File: config.mk
export PLATFORM = sky130hd
export DESIGN_NAME = frost32_irq_ctrl_flat
export DESIGN_NICKNAME = d
export VERILOG_FILES = /design/src/rtl/frost32_irq_ctrl_if.sv /design/src/rtl/frost32_irq_ctrl.sv /design/src/flat_wrapper.sv
export SDC_FILE = /design/constraint.sdc
export NUM_CORES = 1
export LEC_CHECK = 0
export ABC_CLOCK_PERIOD_IN_PS = 1700
export CAP_MARGIN = 20
export CORE_AREA = 2 2 48 61
export DETAILED_ROUTE_END_ITERATION = 7
export DIE_AREA = 0 0 50 63
export PLACE_DENSITY = 0.73
export SLEW_MARGIN = 20
export SYNTH_ARGS = -nofsm -noshare
export SYNTH_HDL_FRONTEND = slang
export SYNTH_SLANG_ARGS = --single-unit
File: constraint.sdc
create_clock -name clk -period 1.7 [get_ports clk]
set_input_delay 0.34 -clock clk [delete_from_list [all_inputs] [get_ports clk]]
set_output_delay 0.34 -clock clk [all_outputs]
set_load 0.01 [all_outputs]
File: src/rtl/frost32_irq_ctrl_if.sv
// rtl/frost32_irq_ctrl_if.sv - source/CPU-side signal bundle for frost32_irq_ctrl
// master: interrupt sources and stall/clear drivers; slave: the controller itself.
interface frost32_irq_ctrl_if #(
  parameter int NUM_CHAN = 4,
  parameter int IDW      = (NUM_CHAN > 1) ? $clog2(NUM_CHAN) : 1
);
  logic [NUM_CHAN-1:0] irq_src;
  logic [NUM_CHAN-1:0] edge_mode;
  logic [NUM_CHAN-1:0] enable;
  logic                wait_for_mem;
  logic                clr_valid;
  logic [IDW-1:0]      clr_chan;
  logic                interrupt;
  logic [IDW-1:0]      irq_id;
  logic [NUM_CHAN-1:0] pending;
  logic [15:0]         dispatch_count;

  modport master (
    output irq_src, edge_mode, enable, wait_for_mem, clr_valid, clr_chan,
    input  interrupt, irq_id, pending, dispatch_count
  );

  modport slave (
    input  irq_src, edge_mode, enable, wait_for_mem, clr_valid, clr_chan,
    output interrupt, irq_id, pending, dispatch_count
  );
endinterface

File: src/rtl/frost32_irq_ctrl.sv
// rtl/frost32_irq_ctrl.sv - edge/level interrupt aggregator driving Frost32Cpu.interrupt
// Optional dispatch statistics counter: FROST32_IRQ_CTRL_STATS_EN.
module frost32_irq_ctrl #(
  parameter int NUM_CHAN  = 4,
  parameter int PULSE_LEN = 3,
  parameter int GAP_LEN   = 8
) (
  input  logic               clk,
  input  logic               rst_n,
  frost32_irq_ctrl_if.slave  bus
);
  localparam int IDW    = (NUM_CHAN > 1) ? $clog2(NUM_CHAN) : 1;
  localparam int MAXLEN = (PULSE_LEN > GAP_LEN) ? PULSE_LEN : GAP_LEN;
  localparam int CW     = (MAXLEN > 0) ? $clog2(MAXLEN + 1) : 1;

  localparam logic [CW-1:0] PULSE_LOAD = CW'(PULSE_LEN - 1);
  localparam logic [CW-1:0] GAP_LOAD   = (GAP_LEN > 0) ? CW'(GAP_LEN - 1) : '0;
  localparam logic [CW-1:0] CNT_ONE    = CW'(1);

  localparam logic [1:0] S_IDLE  = 2'd0;
  localparam logic [1:0] S_PULSE = 2'd1;
  localparam logic [1:0] S_GAP   = 2'd2;

  logic [1:0]          r_state;
  logic [CW-1:0]       r_cnt;
  logic [IDW-1:0]      r_irq_id;
  logic [NUM_CHAN-1:0] r_pending;
  logic [NUM_CHAN-1:0] r_prev_src;

  logic [NUM_CHAN-1:0] w_edge;
  logic [NUM_CHAN-1:0] w_cand;
  logic [NUM_CHAN-1:0] w_sel_onehot;
  logic [NUM_CHAN-1:0] w_clr_hit;
  logic [NUM_CHAN-1:0] w_pending_nxt;
  logic [IDW-1:0]      w_sel_id;
  logic                w_decide;
  logic                w_start;

  assign w_edge       = bus.irq_src & ~r_prev_src;
  assign w_cand       = r_pending & bus.enable;
  assign w_sel_onehot = w_cand & (~w_cand + NUM_CHAN'(1));

  always_comb begin
    w_sel_id = '0;
    for (int i = NUM_CHAN - 1; i >= 0; i--) begin
      if (w_cand[i]) w_sel_id = IDW'(i);
    end
  end

  // The final gap cycle doubles as the idle decision point, so back-to-back
  // dispatches are exactly PULSE_LEN + GAP_LEN cycles apart.
  assign w_decide = (r_state == S_IDLE) || ((r_state == S_GAP) && (r_cnt == '0));
  assign w_start  = w_decide && (|w_cand) && !bus.wait_for_mem;

  always_comb begin
    w_clr_hit     = '0;
    w_pending_nxt = '0;
    for (int i = 0; i < NUM_CHAN; i++) begin
      w_clr_hit[i] = bus.clr_valid && (bus.clr_chan == IDW'(i));
      if (bus.edge_mode[i])
        w_pending_nxt[i] = w_edge[i] |
                           (r_pending[i] & ~w_clr_hit[i] & ~(w_start & w_sel_onehot[i]));
      else
        w_pending_nxt[i] = bus.irq_src[i];
    end
  end

  always_ff @(posedge clk or negedge rst_n) begin
    if (!rst_n) begin
      r_state    <= S_IDLE;
      r_cnt      <= '0;
      r_irq_id   <= '0;
      r_pending  <= '0;
      r_prev_src <= '0;
    end else begin
      r_prev_src <= bus.irq_src;
      r_pending  <= w_pending_nxt;
      case (r_state)
        S_PULSE: begin
          if (r_cnt == '0) begin
            if (GAP_LEN > 0) begin
              r_state <= S_GAP;
              r_cnt   <= GAP_LOAD;
            end else begin
              r_state <= S_IDLE;
            end
          end else begin
            r_cnt <= r_cnt - CNT_ONE;
          end
        end
        S_GAP: begin
          if (r_cnt != '0) r_cnt <= r_cnt - CNT_ONE;
          else             r_state <= S_IDLE;
        end
        default: r_state <= S_IDLE;
      endcase
      if (w_start) begin
        r_state  <= S_PULSE;
        r_cnt    <= PULSE_LOAD;
        r_irq_id <= w_sel_id;
      end
    end
  end

  assign bus.interrupt = (r_state == S_PULSE);
  assign bus.irq_id    = r_irq_id;
  assign bus.pending   = r_pending;

`ifdef FROST32_IRQ_CTRL_STATS_EN
  logic [15:0] r_dispatch_count;

  always_ff @(posedge clk or negedge rst_n) begin
    if (!rst_n)
      r_dispatch_count <= '0;
    else if (w_start && (r_dispatch_count != 16'hFFFF))
      r_dispatch_count <= r_dispatch_count + 16'd1;
  end

  assign bus.dispatch_count = r_dispatch_count;
`else
  assign bus.dispatch_count = 16'h0000;
`endif
endmodule

File: src/flat_wrapper.sv
// flat-port wrapper written by rule: the top's interface ports become plain ports
module frost32_irq_ctrl_flat 
#(
  parameter int NUM_CHAN  = 4,
  parameter int PULSE_LEN = 3,
  parameter int GAP_LEN   = 8
)
  (clk, rst_n, bus_irq_src, bus_edge_mode, bus_enable, bus_wait_for_mem, bus_clr_valid, bus_clr_chan, bus_interrupt, bus_irq_id, bus_pending, bus_dispatch_count);
  frost32_irq_ctrl_if #(.NUM_CHAN(NUM_CHAN)) bus_i ();
  input  logic clk;
  input  logic rst_n;
  input wire logic [$bits(bus_i.irq_src)-1:0] bus_irq_src;
  input wire logic [$bits(bus_i.edge_mode)-1:0] bus_edge_mode;
  input wire logic [$bits(bus_i.enable)-1:0] bus_enable;
  input wire logic [$bits(bus_i.wait_for_mem)-1:0] bus_wait_for_mem;
  input wire logic [$bits(bus_i.clr_valid)-1:0] bus_clr_valid;
  input wire logic [$bits(bus_i.clr_chan)-1:0] bus_clr_chan;
  output wire logic [$bits(bus_i.interrupt)-1:0] bus_interrupt;
  output wire logic [$bits(bus_i.irq_id)-1:0] bus_irq_id;
  output wire logic [$bits(bus_i.pending)-1:0] bus_pending;
  output wire logic [$bits(bus_i.dispatch_count)-1:0] bus_dispatch_count;
  assign bus_i.irq_src = bus_irq_src;
  assign bus_i.edge_mode = bus_edge_mode;
  assign bus_i.enable = bus_enable;
  assign bus_i.wait_for_mem = bus_wait_for_mem;
  assign bus_i.clr_valid = bus_clr_valid;
  assign bus_i.clr_chan = bus_clr_chan;
  assign bus_interrupt = bus_i.interrupt;
  assign bus_irq_id = bus_i.irq_id;
  assign bus_pending = bus_i.pending;
  assign bus_dispatch_count = bus_i.dispatch_count;
  frost32_irq_ctrl #(.NUM_CHAN(NUM_CHAN), .PULSE_LEN(PULSE_LEN), .GAP_LEN(GAP_LEN)) u_core (.clk(clk), .rst_n(rst_n), .bus(bus_i));
endmodule
After elaboration in Yosys (flattened, before gate mapping)
Cells that the tools add are included.

Flip-flop bits (word level): 16. Logic and storage cells: 77. Input port bits: 18.

Reductions and logical operators: 17. Equal/unequal tests: 8. Bitwise operators: 29. Muxes and demuxes: 16. $add $sub $neg: 2.

Operator list (number): 2-to-1 mux 2 bit (7); AND 1 bit (12); AND 4 bit (3); 2-to-1 mux 4 bit (3); inverter 1 bit (8); inverter 4 bit (2); one-hot mux 4 bit (2 select lines) (1); logical AND 1 bit (7); equality test 2 bit (second input constant) (3); != test 3 x 2 -> 1 bit (second input constant) (2); adder 4 x 1 -> 4 bit (second input constant) (1); equality test 2 x 1 -> 1 bit (second input constant) (2); zero test 2 bit (2); zero test 4 bit (1); 2-to-1 mux 1 bit (4); bitwise OR 1 bit (4); one-hot mux 2 bit (2 select lines) (1); AND reduction 2 bit (2); nonzero test 4 bit (1); OR reduction 4 bit (1); subtractor 4 x 1 -> 4 bit (second input constant) (1); != test 3 x 1 -> 1 bit (second input constant) (1); nonzero test 3 bit (1); zero test 1 bit (1); logical OR 1 bit (1).

Depth between registers and ports, before layout
Depth in word-level cells: 10. Mapped depth: 6. Depth with buffers taken out: 6.

Worst setup path before layout
OpenSTA, ideal clock, no wires.

Path kind: register to register. From: register u_core.r_cnt[0]. To: register u_core.r_pending[1], in the netlist u_core.bus.pending[1]. Setup time: 120 ps. Cell stages (with the launch flop): 7. Data arrival time: 1601 ps. Path slack: -21 ps. Path through: dfrtp_1 -> inv_1 -> ha_1 -> or3b_4 -> a21boi_4 -> nand4_1 -> a41o_1.

Longest elaborated chain between the ends: 10.

Ends and longest elaborated chain: from (decl) (line frost32_irq_ctrl.sv:25) `logic [CW-1:0] r_cnt;`; from (signal assigned) (line frost32_irq_ctrl.sv:88) `r_cnt <= r_cnt - CNT_ONE;`; from (signal assigned) (line frost32_irq_ctrl.sv:92) `if (r_cnt != '0) r_cnt <= r_cnt - CNT_ONE;`; zero test 4 bit (line frost32_irq_ctrl.sv:52) `assign w_decide = (r_state == S_IDLE) || ((r_state == S_GAP) && (r_cnt == '0));`; logical AND 1 bit (line frost32_irq_ctrl.sv:52); logical OR 1 bit (line frost32_irq_ctrl.sv:52); logical AND 1 bit (2 in a row) (line frost32_irq_ctrl.sv:53) `assign w_start = w_decide && (|w_cand) && !bus.wait_for_mem;`; AND 1 bit (line frost32_irq_ctrl.sv:62) `(r_pending[i] & ~w_clr_hit[i] & ~(w_start & w_sel_onehot[i]));`; inverter 1 bit (line frost32_irq_ctrl.sv:62); AND 1 bit (line frost32_irq_ctrl.sv:62); bitwise OR 1 bit (line frost32_irq_ctrl.sv:61) `w_pending_nxt[i] = w_edge[i] |`; 2-to-1 mux 1 bit (line frost32_irq_ctrl.sv:60) `if (bus.edge_mode[i])`; net u_core.w_pending_nxt[1] (line frost32_irq_ctrl.sv:34) `logic [NUM_CHAN-1:0] w_pending_nxt;`; to (signal assigned) (line frost32_irq_ctrl.sv:77) `r_pending <= w_pending_nxt;`; to (decl) (line frost32_irq_ctrl.sv:27) `logic [NUM_CHAN-1:0] r_pending;`.

The timed path passes the listed nets, and every way through them passes these cells. A chain may end at the register's enable or synchronous reset.

Final worst setup path
From: register u_core.r_cnt[1]. To: register u_core.r_pending[1], in the netlist u_core.bus.pending[1].

The elaborated chain is that of the path after synthesis.

==> impl_metrics.csv <==
group,metric,value,unit
cts,clock_latency,0.28,ns
floorplan,rows,21,
cts,hold_buffers,0,
power,leakage,0.601,nW
sta,maxSlewViolCount,0,
finish,utilization,49.4,%
yosys,yosys_warnings,0,
power,total_power,0.00165,W
sta,finClkSkew,0.00520,ns
worst_setup_path,r2r-end,"u_core.bus.pending[1]",
cts,clockBufferDepth,2,
sta,period_share,97.3,%
min_path,min_path_type,"in2async",
sta,setup_viol,0,
floorplan,die_w,50,µm
yosys,yosysTopAreaCellShare,43.4,%
drt,first_iter_violations,8,
finish,diodes,0,
yosys,ys_types,31,
worst_setup_path,slowest_stage,"dfrtp_1",
worst_setup_path,cp-start-kind,"flip-flop",
worst_setup_path,slowest_delay,0.39,ns
sta,tns,0,ns
cts,cts_root_buffer,"clkbuf_4",
yosys,synthTopCellsByCount,"16 x buf_4, 16 x dfrtp_1, 13 x nand2_1",
yosys,postSynthAreaPerCell,9.52,µm²
worst_setup_path,worst-path-buf-inv,1,
floorplan,initial_core_util,35.5,%
power,internal_power,0.00107,W
placement,place_area,0.00120,mm²
cts,cts_tree,"yes",
power,power_frac_comb,49.8,%
yosys,async_flop_share,100,%
cts,htree_levels,1,
placement,place_congestion,0.825,
yosys,ys_ff_latch,16,
worst_setup_path,crit_family,"simple AND/OR/NAND/NOR gates",
power,power.density,1280,mW/mm²
finish,nets,156,
floorplan,die_area,0.00315,mm²
yosys,synthFlopType,"dfrtp_1",
finish,drive_above_1_share,17.0,%
sta,setup_ws,0.0462,ns
power,seqPwrFrac,35.4,%
global_routing,grt_max_degree,17,
worst_setup_path,reg2reg_depth,6,
sta,timing.fmax,605,MHz
power,power_switching,0.000579,W
placement,port-buffer-count,24,
global_routing,grt_pass1_vias,818,
worst_setup_path,crit_arrival,1.83,ns
worst_setup_path,r2r_setup_slack,0.05,ns
yosys,synth_area_leader_cell,"dfrtp_1",
worst_setup_path,path_cells,"inv_2, ha_4, or3b_4, a21boi_4, nand4_1, a41o_1",
worst_setup_path,worstPathRequired,1.88,ns
placement,pre_cts_ws,-0.0381,ns
drt,ant_nets,0,
drt,wl_per_cell,10.8,µm
finish,postLayoutCellArea,0.00128,mm²
floorplan,die_y,63,µm
drt,drc_errors,0,
drt,num_vias,791,
placement,dpl.hpwl,1510,µm
global_routing,grt_first_pass_wirelength,3220,µm
worst_setup_path,regToRegStartpoint,"u_core.r_cnt[1]",
sta,finalHoldViolations,0,
yosys,synth.cell_area,923,µm²
sta,fin_crit,1.65,ns
finish,syn_to_final_growth,39.2,%
finish,fillers,241,
floorplan,pin_count,41,
drt,routed_wl,1820,µm
cts,cts.sinks,16,
global_routing,grt_overflow_total,0,
cts,clk_pin_slew,0.09,ns
sta,rsz0062_at_grt,"yes",
drt,vias_per_cell,4.68,
drt,dr.pass1.iters,4,
global_routing,grtUsageTotal,12.9,%
power,p_clk_share,14.8,%
worst_setup_path,crit_fanout,6,
floorplan,coreArea,0.00260,mm²
yosys,syn_inst,97,
flow_run,drv_cap,0,
yosys,synth.top_cells.by_area,"dfrtp_1 43%, buf_4 13%, nand2_1 5.3%",
worst_setup_path,critPathCaptureType,"flip-flop",
worst_setup_path,critPathKind,"reg2reg",
yosys,ys_seq_area_share,43.4,%
global_routing,antenna_found_initial,0,
cts,cts_made_buffers,3,
power,ir_drop,642,µV
outcome,outcome,"completed",
power,switching_share,35.1,%
yosys,synth_edf_count,0,
-- per-layer routing --
layer / up-vias / GRT usage, % / part of all wire [%]
met4: 0 / 6.25 / 1.6
met1: 366 / 13.3 / 37
met3: 4 / 2.87 / 8.2
li1: 386 / - / -
met2: 35 / 23.5 / 53
met5: - / 0 / 0
-- logic make-up after synthesis --
| family | Yosys count | share of synthesized area [%] |
|---|---|---|
| simple gates | 31 | 16.9 |
| buf+inv | 20 | 14.6 |
| fa+ha+maj | 2 | 2.71 |
| mux | 1 | 1.08 |
| flops | 16 | 43.4 |
| compound gates | 26 | 20.9 |
| other cells | 1 | 0.406 |
-- power by group through the flow --
stage	Combinational, W	Sequential (W)	Clock, W
floorplan	0.000429	0.000597	0
global placement	0.000719	0.000592	0
detailed placement	0.000741	0.000595	0
CTS	0.000797	0.000582	0.000252
global route	0.000923	0.000600	0.000267
finish	0.000822	0.000584	0.000245
-- cells in the final DEF, fill, tap and decap left out, types with 4 or more instances in the layout --
| cell type | instances |
|---|---|
| clkdlybuf4s50_1 | 23 |
| buf_4 | 11 |
| conb_1 | 16 |
| nand2_1 | 13 |
| dfrtp_1 | 16 |
| a21oi_1 | 4 |
-- state kept, by name, summed over array words and instances, names as in the netlist --
signal	cells
u_core.bus.pending	4
u_core.r_cnt	4
u_core.r_prev_src	4
u_core.bus.irq_id	2
u_core.r_state	2
-- stage by stage --
| step | hold WS [ns] | std cells |
|---|---|---|
| 2_1_floorplan | 0.0444 | 112 |
| 3_3_place_gp | 0.493 | 161 |
| 3_5_place_dp | 0.496 | 161 |
| 4_1_cts | 0.361 | 169 |
| 5_1_grt | 0.375 | 169 |
| 6_report | 0.359 | 169 |
-- repair_timing --
item,in CTS,in global routing
pin swaps,4,5
setup endpoints to repair,6,10
buffers inserted,4,0
resized for setup,3,4
-- how the worst max path moves through the flow --
stage	to	from	slack, ns	depth (start not counted)
2_1_floorplan	u_core.bus.pending[1]	u_core.r_cnt[0]	0.0003	6
3_3_place_gp	u_core.bus.pending[1]	u_core.r_cnt[1]	0.03	6
3_5_place_dp	u_core.bus.pending[1]	u_core.r_cnt[0]	-0.04	6
4_1_cts	u_core.bus.pending[3]	u_core.r_cnt[0]	0.001	6
5_1_grt	u_core.bus.pending[3]	u_core.r_cnt[1]	-0.02	6
6_report	u_core.bus.pending[1]	u_core.r_cnt[1]	0.05	6
-- cell type report --
| cell class | count | area [µm²] | share of cell area (%) |
|---|---|---|---|
| Clock buffer | 4 | 36.3 | 2.82 |
| Inverter | 4 | 15.0 | 1.17 |
| Multi-Input combinational cell | 76 | 469 | 36.5 |
| Sequential cell | 16 | 400 | 31.2 |
| Tap cell | 34 | 42.5 | 3.31 |
| Timing Repair Buffer | 35 | 322 | 25.0 |
Power figures use the tool's default switching activity.
